### config.mk
export PLATFORM = sky130hd
export DESIGN_NAME = tinyalu_cmd_driver_flat
export DESIGN_NICKNAME = d
export VERILOG_FILES = /design/src/rtl/tinyalu_cmd_driver_if.sv /design/src/rtl/tinyalu_cmd_driver.sv /design/src/flat_wrapper.sv
export SDC_FILE = /design/constraint.sdc
export NUM_CORES = 1
export LEC_CHECK = 0
export BUFFER_PORTS_ARGS = -buffer_cell sky130_fd_sc_hd__buf_2
export CORE_MARGIN = 5
export CORE_UTILIZATION = 45
export DETAILED_ROUTE_END_ITERATION = 12
export MAX_ROUTING_LAYER = met4
export PLACE_DENSITY = 0.66
export SYNTH_ARGS = -nofsm -noshare
export SYNTH_HDL_FRONTEND = slang
export SYNTH_HIERARCHICAL = 1
export SYNTH_SLANG_ARGS = --single-unit
### constraint.sdc
create_clock -name clk -period 3 [get_ports clk]
set_input_delay 0.6 -clock clk [delete_from_list [all_inputs] [get_ports clk]]
set_output_delay 0.6 -clock clk [all_outputs]
set_load 0.02 [all_outputs]
### src/rtl/tinyalu_cmd_driver_if.sv
// Command, ALU pin and response signals of the TinyALU command driver.
// slave: the driver (takes commands, drives ALU pins, offers responses).
// master: the system side (issues commands, plays the ALU, takes responses).
interface tinyalu_cmd_driver_if;
  logic        cmd_valid;
  logic        cmd_ready;
  logic [7:0]  cmd_a;
  logic [7:0]  cmd_b;
  logic [2:0]  cmd_op;

  logic [7:0]  alu_a;
  logic [7:0]  alu_b;
  logic [2:0]  alu_op;
  logic        alu_start;
  logic        alu_reset_n;
  logic        alu_done;
  logic [15:0] alu_result;

  logic        rsp_valid;
  logic        rsp_ready;
  logic [15:0] rsp_result;
  logic [2:0]  rsp_op;
  logic        rsp_timeout;

  modport slave (
    input  cmd_valid, cmd_a, cmd_b, cmd_op,
    output cmd_ready,
    output alu_a, alu_b, alu_op, alu_start, alu_reset_n,
    input  alu_done, alu_result,
    output rsp_valid, rsp_result, rsp_op, rsp_timeout,
    input  rsp_ready
  );

  modport master (
    output cmd_valid, cmd_a, cmd_b, cmd_op,
    input  cmd_ready,
    input  alu_a, alu_b, alu_op, alu_start, alu_reset_n,
    output alu_done, alu_result,
    input  rsp_valid, rsp_result, rsp_op, rsp_timeout,
    output rsp_ready
  );
endinterface

### src/rtl/tinyalu_cmd_driver.sv
// Purpose: buffers ALU commands, drives the TinyALU pin protocol, returns results.
// Latency: pop on the edge after push into an empty FIFO; response 1 edge after done/NOP end/reset end.
// Backpressure: cmd_ready low when FIFO full; response held stable until rsp_ready.
// Optional statistics ports are built when TINYALU_DRV_STATS_EN is defined.

// Generic synchronous FIFO with occupancy count; pointers wrap modulo DEPTH.
module tinyalu_cmd_fifo #(
  parameter int WIDTH = 8,
  parameter int DEPTH = 4,
  parameter int LVL_W = $clog2(DEPTH + 1)
) (
  input  logic             clk,
  input  logic             rst_n,
  input  logic             push_vld,
  output logic             push_rdy,
  input  logic [WIDTH-1:0] push_dat,
  output logic             pop_vld,
  input  logic             pop_rdy,
  output logic [WIDTH-1:0] pop_dat,
  output logic [LVL_W-1:0] level
);
  localparam int PTR_W = $clog2(DEPTH);

  logic [WIDTH-1:0] mem_q [DEPTH];
  logic [PTR_W-1:0] wr_ptr_q;
  logic [PTR_W-1:0] rd_ptr_q;
  logic [LVL_W-1:0] level_q;
  logic             push_fire;
  logic             pop_fire;

  assign push_rdy  = (level_q != LVL_W'(DEPTH));
  assign pop_vld   = (level_q != '0);
  assign push_fire = push_vld & push_rdy;
  assign pop_fire  = pop_rdy & pop_vld;
  assign pop_dat   = mem_q[rd_ptr_q];
  assign level     = level_q;

  // Pointer and occupancy tracking; simultaneous push and pop keep the level.
  always_ff @(posedge clk or negedge rst_n) begin
    if (!rst_n) begin
      wr_ptr_q <= '0;
      rd_ptr_q <= '0;
      level_q  <= '0;
    end else begin
      if (push_fire) wr_ptr_q <= wr_ptr_q + PTR_W'(1);
      if (pop_fire)  rd_ptr_q <= rd_ptr_q + PTR_W'(1);
      case ({push_fire, pop_fire})
        2'b10:   level_q <= level_q + LVL_W'(1);
        2'b01:   level_q <= level_q - LVL_W'(1);
        default: level_q <= level_q;
      endcase
    end
  end

  // Storage needs no reset: the pointers alone define what is valid.
  always_ff @(posedge clk) begin
    if (push_fire) mem_q[wr_ptr_q] <= push_dat;
  end
endmodule

module tinyalu_cmd_driver #(
  parameter int FIFO_DEPTH = 4,
  parameter int TIMEOUT    = 16
) (
  input  logic                            clk,
  input  logic                            reset_n,
  tinyalu_cmd_driver_if.slave             bus,
  output logic [$clog2(FIFO_DEPTH+1)-1:0] fifo_level
`ifdef TINYALU_DRV_STATS_EN
  ,
  output logic [15:0]                     stat_ops,
  output logic [7:0]                      stat_timeouts
`endif
);
  localparam int LVL_W = $clog2(FIFO_DEPTH + 1);
  localparam int CNT_W = $clog2(TIMEOUT + 1);
  localparam logic [CNT_W-1:0] CNT_LAST = CNT_W'(TIMEOUT - 1);

  localparam logic [2:0] OP_ADD = 3'b001;
  localparam logic [2:0] OP_AND = 3'b010;
  localparam logic [2:0] OP_XOR = 3'b011;
  localparam logic [2:0] OP_MUL = 3'b100;
  localparam logic [2:0] OP_RST = 3'b111;

  typedef struct packed {
    logic [7:0] a;
    logic [7:0] b;
    logic [2:0] op;
  } cmd_t;

  typedef enum logic [2:0] {S_IDLE, S_EXEC, S_NOP, S_RST, S_RESP} state_t;

  cmd_t   push_cmd;
  cmd_t   head_cmd;
  logic   fifo_vld;
  logic   fifo_pop;

  state_t          state_q, state_d;
  logic [7:0]      alu_a_q, alu_a_d;
  logic [7:0]      alu_b_q, alu_b_d;
  logic [2:0]      alu_op_q, alu_op_d;
  logic            alu_start_q, alu_start_d;
  logic            alu_reset_n_q, alu_reset_n_d;
  logic            rsp_valid_q, rsp_valid_d;
  logic [15:0]     rsp_result_q, rsp_result_d;
  logic [2:0]      rsp_op_q, rsp_op_d;
  logic            rsp_timeout_q, rsp_timeout_d;
  logic [CNT_W-1:0] cnt_q, cnt_d;

  assign push_cmd = '{a: bus.cmd_a, b: bus.cmd_b, op: bus.cmd_op};

  tinyalu_cmd_fifo #(
    .WIDTH ($bits(cmd_t)),
    .DEPTH (FIFO_DEPTH),
    .LVL_W (LVL_W)
  ) u_fifo (
    .clk      (clk),
    .rst_n    (reset_n),
    .push_vld (bus.cmd_valid),
    .push_rdy (bus.cmd_ready),
    .push_dat (push_cmd),
    .pop_vld  (fifo_vld),
    .pop_rdy  (fifo_pop),
    .pop_dat  (head_cmd),
    .level    (fifo_level)
  );

  assign bus.alu_a       = alu_a_q;
  assign bus.alu_b       = alu_b_q;
  assign bus.alu_op      = alu_op_q;
  assign bus.alu_start   = alu_start_q;
  assign bus.alu_reset_n = alu_reset_n_q;
  assign bus.rsp_valid   = rsp_valid_q;
  assign bus.rsp_result  = rsp_result_q;
  assign bus.rsp_op      = rsp_op_q;
  assign bus.rsp_timeout = rsp_timeout_q;

  // State and registered outputs; alu_reset_n rises on the first edge after reset release.
  always_ff @(posedge clk or negedge reset_n) begin
    if (!reset_n) begin
      state_q       <= S_IDLE;
      alu_a_q       <= '0;
      alu_b_q       <= '0;
      alu_op_q      <= '0;
      alu_start_q   <= 1'b0;
      alu_reset_n_q <= 1'b0;
      rsp_valid_q   <= 1'b0;
      rsp_result_q  <= '0;
      rsp_op_q      <= '0;
      rsp_timeout_q <= 1'b0;
      cnt_q         <= '0;
    end else begin
      state_q       <= state_d;
      alu_a_q       <= alu_a_d;
      alu_b_q       <= alu_b_d;
      alu_op_q      <= alu_op_d;
      alu_start_q   <= alu_start_d;
      alu_reset_n_q <= alu_reset_n_d;
      rsp_valid_q   <= rsp_valid_d;
      rsp_result_q  <= rsp_result_d;
      rsp_op_q      <= rsp_op_d;
      rsp_timeout_q <= rsp_timeout_d;
      cnt_q         <= cnt_d;
    end
  end

  // Next-state and output decode; alu_reset_n defaults high and is only pulled low in RST.
  always_comb begin
    state_d       = state_q;
    alu_a_d       = alu_a_q;
    alu_b_d       = alu_b_q;
    alu_op_d      = alu_op_q;
    alu_start_d   = alu_start_q;
    alu_reset_n_d = 1'b1;
    rsp_valid_d   = rsp_valid_q;
    rsp_result_d  = rsp_result_q;
    rsp_op_d      = rsp_op_q;
    rsp_timeout_d = rsp_timeout_q;
    cnt_d         = cnt_q;
    fifo_pop      = 1'b0;

    case (state_q)
      S_IDLE: begin
        if (fifo_vld) begin
          fifo_pop = 1'b1;
          alu_a_d  = head_cmd.a;
          alu_b_d  = head_cmd.b;
          alu_op_d = head_cmd.op;
          rsp_op_d = head_cmd.op;
          cnt_d    = '0;
          case (head_cmd.op)
            OP_ADD, OP_AND, OP_XOR, OP_MUL: begin
              state_d     = S_EXEC;
              alu_start_d = 1'b1;
            end
            OP_RST: begin
              state_d       = S_RST;
              alu_reset_n_d = 1'b0;
              alu_start_d   = 1'b0;
            end
            default: begin
              // no_op and the two unused codes only pulse start for one cycle
              state_d     = S_NOP;
              alu_start_d = 1'b1;
            end
          endcase
        end
      end
      S_EXEC: begin
        if (bus.alu_done) begin
          alu_start_d   = 1'b0;
          rsp_result_d  = bus.alu_result;
          rsp_timeout_d = 1'b0;
          rsp_valid_d   = 1'b1;
          state_d       = S_RESP;
        end else if (cnt_q == CNT_LAST) begin
          alu_start_d   = 1'b0;
          rsp_result_d  = 16'hFFFF;
          rsp_timeout_d = 1'b1;
          rsp_valid_d   = 1'b1;
          state_d       = S_RESP;
        end else begin
          cnt_d = cnt_q + CNT_W'(1);
        end
      end
      S_NOP: begin
        alu_start_d   = 1'b0;
        rsp_result_d  = '0;
        rsp_timeout_d = 1'b0;
        rsp_valid_d   = 1'b1;
        state_d       = S_RESP;
      end
      S_RST: begin
        if (cnt_q == CNT_W'(1)) begin
          rsp_result_d  = '0;
          rsp_timeout_d = 1'b0;
          rsp_valid_d   = 1'b1;
          state_d       = S_RESP;
        end else begin
          alu_reset_n_d = 1'b0;
          cnt_d         = cnt_q + CNT_W'(1);
        end
      end
      S_RESP: begin
        if (bus.rsp_ready) begin
          rsp_valid_d = 1'b0;
          state_d     = S_IDLE;
        end
      end
      default: state_d = S_IDLE;
    endcase
  end

`ifdef TINYALU_DRV_STATS_EN
  logic        rsp_hs;
  logic        timeout_evt;
  logic [15:0] stat_ops_q;
  logic [7:0]  stat_timeouts_q;

  assign rsp_hs      = (state_q == S_RESP) & bus.rsp_ready;
  assign timeout_evt = (state_q == S_EXEC) & ~bus.alu_done & (cnt_q == CNT_LAST);
  assign stat_ops      = stat_ops_q;
  assign stat_timeouts = stat_timeouts_q;

  // Saturating counters of completed responses and timeouts.
  always_ff @(posedge clk or negedge reset_n) begin
    if (!reset_n) begin
      stat_ops_q      <= '0;
      stat_timeouts_q <= '0;
    end else begin
      if (rsp_hs && stat_ops_q != 16'hFFFF)          stat_ops_q      <= stat_ops_q + 16'd1;
      if (timeout_evt && stat_timeouts_q != 8'hFF)   stat_timeouts_q <= stat_timeouts_q + 8'd1;
    end
  end
`endif
endmodule

### src/flat_wrapper.sv
// flat-port wrapper written by rule: the top's interface ports become plain ports
module tinyalu_cmd_driver_flat 
#(
  parameter int FIFO_DEPTH = 4,
  parameter int TIMEOUT    = 16
)
  (clk, reset_n, fifo_level, bus_cmd_valid, bus_cmd_a, bus_cmd_b, bus_cmd_op, bus_cmd_ready, bus_alu_a, bus_alu_b, bus_alu_op, bus_alu_start, bus_alu_reset_n, bus_alu_done, bus_alu_result, bus_rsp_valid, bus_rsp_result, bus_rsp_op, bus_rsp_timeout, bus_rsp_ready);
  tinyalu_cmd_driver_if bus_i ();
  input  logic clk;
  input  logic reset_n;
  output logic [$clog2(FIFO_DEPTH+1)-1:0] fifo_level;
  input wire logic [$bits(bus_i.cmd_valid)-1:0] bus_cmd_valid;
  input wire logic [$bits(bus_i.cmd_a)-1:0] bus_cmd_a;
  input wire logic [$bits(bus_i.cmd_b)-1:0] bus_cmd_b;
  input wire logic [$bits(bus_i.cmd_op)-1:0] bus_cmd_op;
  output wire logic [$bits(bus_i.cmd_ready)-1:0] bus_cmd_ready;
  output wire logic [$bits(bus_i.alu_a)-1:0] bus_alu_a;
  output wire logic [$bits(bus_i.alu_b)-1:0] bus_alu_b;
  output wire logic [$bits(bus_i.alu_op)-1:0] bus_alu_op;
  output wire logic [$bits(bus_i.alu_start)-1:0] bus_alu_start;
  output wire logic [$bits(bus_i.alu_reset_n)-1:0] bus_alu_reset_n;
  input wire logic [$bits(bus_i.alu_done)-1:0] bus_alu_done;
  input wire logic [$bits(bus_i.alu_result)-1:0] bus_alu_result;
  output wire logic [$bits(bus_i.rsp_valid)-1:0] bus_rsp_valid;
  output wire logic [$bits(bus_i.rsp_result)-1:0] bus_rsp_result;
  output wire logic [$bits(bus_i.rsp_op)-1:0] bus_rsp_op;
  output wire logic [$bits(bus_i.rsp_timeout)-1:0] bus_rsp_timeout;
  input wire logic [$bits(bus_i.rsp_ready)-1:0] bus_rsp_ready;
  assign bus_i.cmd_valid = bus_cmd_valid;
  assign bus_i.cmd_a = bus_cmd_a;
  assign bus_i.cmd_b = bus_cmd_b;
  assign bus_i.cmd_op = bus_cmd_op;
  assign bus_cmd_ready = bus_i.cmd_ready;
  assign bus_alu_a = bus_i.alu_a;
  assign bus_alu_b = bus_i.alu_b;
  assign bus_alu_op = bus_i.alu_op;
  assign bus_alu_start = bus_i.alu_start;
  assign bus_alu_reset_n = bus_i.alu_reset_n;
  assign bus_i.alu_done = bus_alu_done;
  assign bus_i.alu_result = bus_alu_result;
  assign bus_rsp_valid = bus_i.rsp_valid;
  assign bus_rsp_result = bus_i.rsp_result;
  assign bus_rsp_op = bus_i.rsp_op;
  assign bus_rsp_timeout = bus_i.rsp_timeout;
  assign bus_i.rsp_ready = bus_rsp_ready;
  tinyalu_cmd_driver #(.FIFO_DEPTH(FIFO_DEPTH), .TIMEOUT(TIMEOUT)) u_core (.clk(clk), .reset_n(reset_n), .bus(bus_i), .fifo_level(fifo_level));
endmodule
**Yosys cells after proc, flatten, opt, wreduce, memory -nomap -nowiden**

Memories as Yosys holds them, arrays and structs flattened.
Cells that the tools add are included.

- Bits in registers: 54
- RAM bits: 76
- Input bits: 40
- Logic and storage cells: 93
- Memories kept: 1

Memory list:

| name | words | bits a word | read ports | clocked after memory_dff | write ports | line | RTL |
|---|---|---|---|---|---|---|---|
| u_core.u_fifo.mem_q | 4 | 19 | 1 | 0 | 1 | tinyalu_cmd_driver.sv:24 | `logic [WIDTH-1:0] mem_q [DEPTH];` |

- Add/subtract/negate cells: 5
- Equal/unequal tests: 21
- Mux-type cells: 37
- Bitwise gates (word level): 2
- Reduce and logical (&&, ||, !) cells: 14

Operators by type and width:

| operator | count |
|---|---|
| 16-bit 2-to-1 mux | 3 |
| 16-bit case mux with 3 select lines | 1 |
| 5-bit 2-to-1 mux | 4 |
| 1-bit 2-to-1 mux | 16 |
| 3-bit 2-to-1 mux | 5 |
| 3-bit case mux with 5 select lines | 1 |
| 5-bit case mux with 3 select lines | 1 |
| 3-bit by 2-bit == test with 1-bit output, second input constant | 4 |
| 3-bit nonzero test | 4 |
| 2-bit inequality test, second input constant | 5 |
| 3-bit == test, second input constant | 3 |
| 4-bit AND reduction | 2 |
| 3-bit by 1-bit == test with 1-bit output, second input constant | 2 |
| 1-bit case mux with 3 select lines | 2 |
| 3-bit case mux with 2 select lines | 1 |
| 3-bit AND reduction | 2 |
| 5-bit by 1-bit adder with 5-bit output, second input constant | 1 |
| 5-bit by 1-bit == test with 1-bit output, second input constant | 1 |
| 5-bit by 4-bit == test with 1-bit output, second input constant | 1 |
| 5-bit AND reduction | 1 |
| 2-bit by 1-bit adder with 2-bit output, second input constant | 2 |
| 1-bit case mux with 4 select lines | 1 |
| 2-bit case mux with 2 select lines | 1 |
| 4-bit nonzero test | 1 |
| other kinds (13) | 14 |

**Depth between registers and ports, before layout**

- Word-level depth: 6
- Mapped depth: 10
- Depth with buffers taken out: 9

**Modules after synthesis**

The synthesis kept the hierarchy.

By module, submodules not included:

| module | instances | cells an instance | area each (µm²) | sequential area each (µm²) |
|---|---|---|---|---|
| tinyalu_cmd_fifo | 1 | 136 | 3174.3 | 2457.4 |
| tinyalu_cmd_driver | 1 | 180 | 2243.4 | 1176.1 |

**Worst setup path before layout**

No wires, ideal clock.

- Path kind: register to register
- From: register u_core.u_fifo.level_q[0] (netlist: u_core/u_fifo/level[0])
- To: register u_core.u_fifo.level_q[2] (netlist: u_core/u_fifo/level[2])
- Library setup time: 80 ps
- Arrival time: 2396 ps
- Setup slack: 524 ps
- Cell stages (with the launch flop): 11
- Path buffers: 1
- Path through: dfrtp_1 > or3_2 > nor4b_4 > buf_2 > o31a_2 > ha_1 > inv_1 > fa_1 > xor2_1 > nor2_1 > xor2_1

- Word-level cells in the longest chain between the ends: 6
- Elaborated cells on any way between the ends: 12

RTL lines:

| what | line | RTL |
|---|---|---|
| start, declared | tinyalu_cmd_driver.sv:27 | `logic [LVL_W-1:0] level_q;` |
| start signal, assigned | tinyalu_cmd_driver.sv:48 | `2'b10: level_q <= level_q + LVL_W'(1);` |
| start signal, assigned | tinyalu_cmd_driver.sv:49 | `2'b01: level_q <= level_q - LVL_W'(1);` |
| start signal, assigned | tinyalu_cmd_driver.sv:50 | `default: level_q <= level_q;` |
| 3-bit nonzero test * | tinyalu_cmd_driver.sv:32 | `assign pop_vld = (level_q != '0);` |
| net u_core.fifo_vld | tinyalu_cmd_driver.sv:95 | `logic fifo_vld;` |
| 1-bit 2-to-1 mux * | tinyalu_cmd_driver.sv:184 | `if (fifo_vld) begin` |
| 1-bit 2-to-1 mux * | tinyalu_cmd_driver.sv:182 | `case (state_q)` |
| net u_core.fifo_pop | tinyalu_cmd_driver.sv:96 | `logic fifo_pop;` |
| 1-bit AND * | tinyalu_cmd_driver.sv:34 | `assign pop_fire = pop_rdy & pop_vld;` |
| net u_core.u_fifo.pop_fire | tinyalu_cmd_driver.sv:29 | `logic pop_fire;` |
| 2-bit by 1-bit == test with 1-bit output or 2-bit == test (tied branches) | tinyalu_cmd_driver.sv:47 | `case ({push_fire, pop_fire})` |
| 3-bit case mux with 2 select lines or 2-bit nonzero test (tied branches) | n/a |  |

The timed path passes the listed nets; every way through them passes the cells marked *.
A chain may end at the register's enable or synchronous reset.

**Worst setup path in the final report**

- From: register u_core.cnt_q[0]
- To: register u_core.rsp_result_q[6] (netlist: u_core/bus.rsp_result[6])

- Word-level cells in the longest chain between the ends: 3
- Elaborated cells on any way between the ends: 5

RTL lines:

| what | line | RTL |
|---|---|---|
| start, declared | tinyalu_cmd_driver.sv:108 | `logic [CNT_W-1:0] cnt_q, cnt_d;` |
| start signal, assigned | tinyalu_cmd_driver.sv:163 | `cnt_q <= cnt_d;` |
| 5-bit by 4-bit == test with 1-bit output or 5-bit by 1-bit == test with 1-bit output (tied branches) | tinyalu_cmd_driver.sv:216, tinyalu_cmd_driver.sv:234 |  |
| 3-bit by 2-bit inequality test with 1-bit output (no source line) or 2-bit by 1-bit inequality test with 1-bit output (tied branches) | n/a |  |
| 3-bit AND reduction (no source line) * | n/a |  |
| end signal, assigned | tinyalu_cmd_driver.sv:160 | `rsp_result_q <= rsp_result_d;` |
| end, declared | tinyalu_cmd_driver.sv:105 | `logic [15:0] rsp_result_q, rsp_result_d;` |

Every way passes the cells marked *; elsewhere a longest branch is shown, timed or not.

==> impl_summary.md <==
Final layout
The final-stage net count is approximately 460. The final core utilization is 0.545. The multi-input logic area is 1580 sq um. Leaving out fill and tap cells, the most frequent cells in the layout are buf_2, edfxtp_1, dfrtp_1, mux2_2, inv_1.

The area added between synthesis and finish is 19.8%. The flip-flop and latch area is ~3600 sq um. The leading cell type in the layout, fill and taps excluded is buf_2. In the final layout, the share of cells above drive strength 1 is 0.436. The layout has 970 filler cells. The diode insertion count for antenna repair is 0.

Setup path
The critical path goes through ha_1, and3_1, ha_1, nor2_1, or3b_4, o2bb2ai_4, mux2_2. The family with the most delay on the worst path is simple AND/OR/NAND/NOR gates. In this design, the critical path's most frequently occurring cell is ha_1.

The data required time at the worst endpoint is 3.29 ns. Along the worst path, the maximum fanout reaches 19. The worst setup path is captured at a flop. The worst setup path is of the flop to flop kind. The critical path's slowest cell is o2bb2ai_4. The register-to-register setup slack is just over 0.5 ns. The category of the worst setup path launch point is a flop. For the worst setup path, the data arrival time is ~2.8 ns.

The number of buffers and inverters on the critical path is 0. The peak per-stage delay on the critical path is between 0.5 and 0.6 ns.

Routing
The routed wire length is between 10,000 and 15,000 um. The post-detailed-route count of antenna-violating nets is 0. For this run, the detailed router's first-pass iteration total came to 4. The DRC violation count after routing is 0.

Summing over every cut layer, the via total after detailed routing is a little under 3,000. In the final routed layout, each cell accounts on average for 17.8 um. The DRC marker count from the first detailed-route iteration is approximately 170.

The per-cell via count in the routed design is a little over 5.

Floorplan
The height of the chip is ~120 um. The initial standard-cell utilization of the core is 0.455. The die is roughly 120 um wide. The number of placement rows is 40. The region available for standard cell placement spans about 12,000 sq um. In this run the count of I/O pins placed on the die edge is 86. The floorplan die area is around 14,000 sq um.

Status
The run finished with clean final reports.

Power
The share of total power dissipated in sequential elements is 0.387. The design draws between 7000 and 8000 uW. IR analysis of the VDD net gives a maximum drop of around 0.68 mV. The combinational share of power is 0.364. Power spread over the standard cell area amounts to ~1100 nW/um^2. For this design the total switching power over the nets is 2480 uW. Summed over all cells, the static leakage comes to ~0.0027 uW. The internal power consumption is between 4000 and 5000 uW. The share of total power dissipated in the clock network is 0.249.

Of the total power, the share spent switching nets is 0.335.

Logic synthesis
Yosys mapped the design onto 51 distinct sky130hd cell types. The synthesized instance count is 316. The most used flip-flop cell after synthesis is edfxtp_1. The count of synthesis-stage warnings from yosys is 6. The sequential cell area fraction in the yosys report is 0.671. Averaged over all synthesized cells, the footprint is 17.1 sq um. The net count of the mapped netlist is between 300 and 400. The post-synth design cell area is roughly 5400 sq um.

In this run, synthesis inferred 76 flip-flops with an integrated enable. The flip-flop and latch count after synthesis is 130. The share of async-settable or async-resettable flops after synthesis is 0.415.

STA
The final hold violation count came to 0. The total negative setup slack is 0 ns. The number of setup violations in the final report is 0. The headroom to the max-slew limit is 0.567. In the finished design, the share of the clock period the worst path needs comes to 0.827. The transition time of the tightest slew-check pin is between 0.6 and 0.7 ns.

Setup repair after global routing left no endpoint under its margin. The routed design could run at a clock period as short as roughly 2.5 ns. The total count of max-transition violations in the final report came to 0. The worst clock skew on the final layout is about 0.004 ns. Timing would allow up to slightly above 0.4 GHz.

Clock tree
The TritonCTS clock tree is done. Buffers inserted to repair hold after CTS numbered 0. The total number of clock tree sinks is 130. The maximum clock path buffer count is 2. Counting the buffers created by CTS gives 17. Clock tree synthesis selected as its root buffer the cell clkbuf_16. Gates resized during post-CTS repair numbered 0. The H-tree generated during clock tree synthesis spans 4 levels. The clock latency of the later-clocked register in the worst-skew pair is 0.41 ns.

Clock-pin slew was measured on the worst setup and hold paths at 0.05 ns. The number of buffers added for setup after CTS is 0.

Hold path
The min-delay analysis places its worst path in the category input pin to asynchronous set/reset pin.

Placement
The count of buffers added on input and output ports is 85. The placer's final routability congestion estimate is 0.774. The estimated wirelength of the detail-placed design is 6680 um.

Run
Across the run, the number of max-cap violations was 0.

GRT
For met1 alone, demand over resource in global routing was 0.186. The layer flagged by global routing as most heavily used is met2. The global-route wire length before repair is between 15,000 and 20,000 um.

The total congestion overflow is 0. The initial antenna violation count was 0. The global-route total usage across every layer is 0.159.

The via count of the first global-routing pass was 3,126. The largest net degree at the start of global routing is 24. The met2 track utilization from global routing is 0.252. The met3 layer usage reported by global route is 0.0655.
[worst reg2reg max path: cells and delay by family (launching register included)]
family	cells	cell delay, ns
multiplexers	1	0.42
flip-flops	1	0.41
adder cells (fa/ha/maj)	2	0.36
AND/OR/NAND/NOR	3	0.63
AO/OA/AOI/OAI	1	0.56
[cell families after synthesis]
| family | share of synthesized area |
|---|---|
| compound gates | 0.0464 |
| xor+xnor | 0.0129 |
| fa+ha+maj | 0.0222 |
| buf+inv | 0.0386 |
| flops | 0.671 |
| mux | 0.164 |
| simple gates | 0.0453 |
[cell usage after synthesis, types with 4 or more instances]
cell type / n / area share
xor2_1: 5 / 0.0081
mux2_4: 9 / 0.025
mux2_2: 26 / 0.054
buf_2: 7 / 0.0065
and3_2: 4 / 0.0055
dfrtp_1: 54 / 0.25
a21oi_1: 17 / 0.016
a21o_1: 4 / 0.0055
ha_1: 8 / 0.018
buf_4: 6 / 0.0083
edfxtp_1: 76 / 0.42
nor2_1: 5 / 0.0035
inv_1: 23 / 0.016
mux4_2: 19 / 0.079
[layer usage]
| metal | share of wire | vias to the layer above |
|---|---|---|
| met5 | 0 | - |
| met4 | 0.0064 | 0 |
| met3 | 0.071 | 9 |
| met2 | 0.50 | 99 |
| met1 | 0.42 | 1440 |
| li1 | - | 1374 |
[path summary, 6_finish.rpt]
| path | endpoint | depth (start not counted) | start |
|---|---|---|---|
| max | u_core/bus.rsp_result[6] | 7 | u_core/cnt_q[0] |
| min | u_core/bus.rsp_op[0] | 1 | reset_n |
| max reg2reg | u_core/bus.rsp_result[6] | 7 | u_core/cnt_q[0] |
| min reg2reg | u_core/bus.rsp_valid | 1 | u_core/bus.rsp_valid |
| max in group asynchronous | u_core/bus.rsp_result[6] | 2 | reset_n |
| min in group clk | u_core/state_q[2] | 2 | bus_rsp_ready |
[stage by stage]
stage	std cells	instance area [sq um]	hold slack, ns	setup WS, ns
2_1_floorplan	316	5420	0.304	0.524
3_3_place_gp	537	5960	0.464	0.542
3_5_place_dp	537	5960	0.474	0.491
4_1_cts	569	6490	0.151	0.517
5_1_grt	569	6490	0.172	0.396
6_report	569	6490	0.145	0.518
[power groups by stage]
stage | Combinational (uW) | Clock [uW] | Sequential, uW
after global routing | 2940 | 1970 | 2940
after global placement | 2670 | 0 | 2870
after floorplan | 1800 | 0 | 3090
after CTS | 2740 | 1880 | 2870
final | 2690 | 1840 | 2860
after detailed placement | 2730 | 0 | 2900
[layout make-up]
| cell class | instances | share of cell area |
|---|---|---|
| Clock buffer | 23 | 0.0690 |
| Clock inverter | 9 | 0.0129 |
| Inverter | 23 | 0.0133 |
| Multi-Input combinational cell | 145 | 0.243 |
| Sequential cell | 130 | 0.560 |
| Tap cell | 147 | 0.0283 |
| Timing Repair Buffer | 92 | 0.0737 |
[sequential cells by signal (all words and copies together) (netlist names)]
register                cells
u_core/bus.alu_a            8
u_core/bus.alu_b            8
u_core/bus.alu_reset_n      1
u_core/bus.alu_start        1
u_core/bus.rsp_op           3
u_core/bus.rsp_result      16
u_core/bus.rsp_timeout      1
u_core/bus.rsp_valid        1
u_core/cnt_q                5
u_core/state_q              3
u_core/u_fifo/level         3
u_core/u_fifo/mem_q        76
u_core/u_fifo/rd_ptr_q      2
u_core/u_fifo/wr_ptr_q      2
Note: power is estimated with default switching activity, not from simulation.
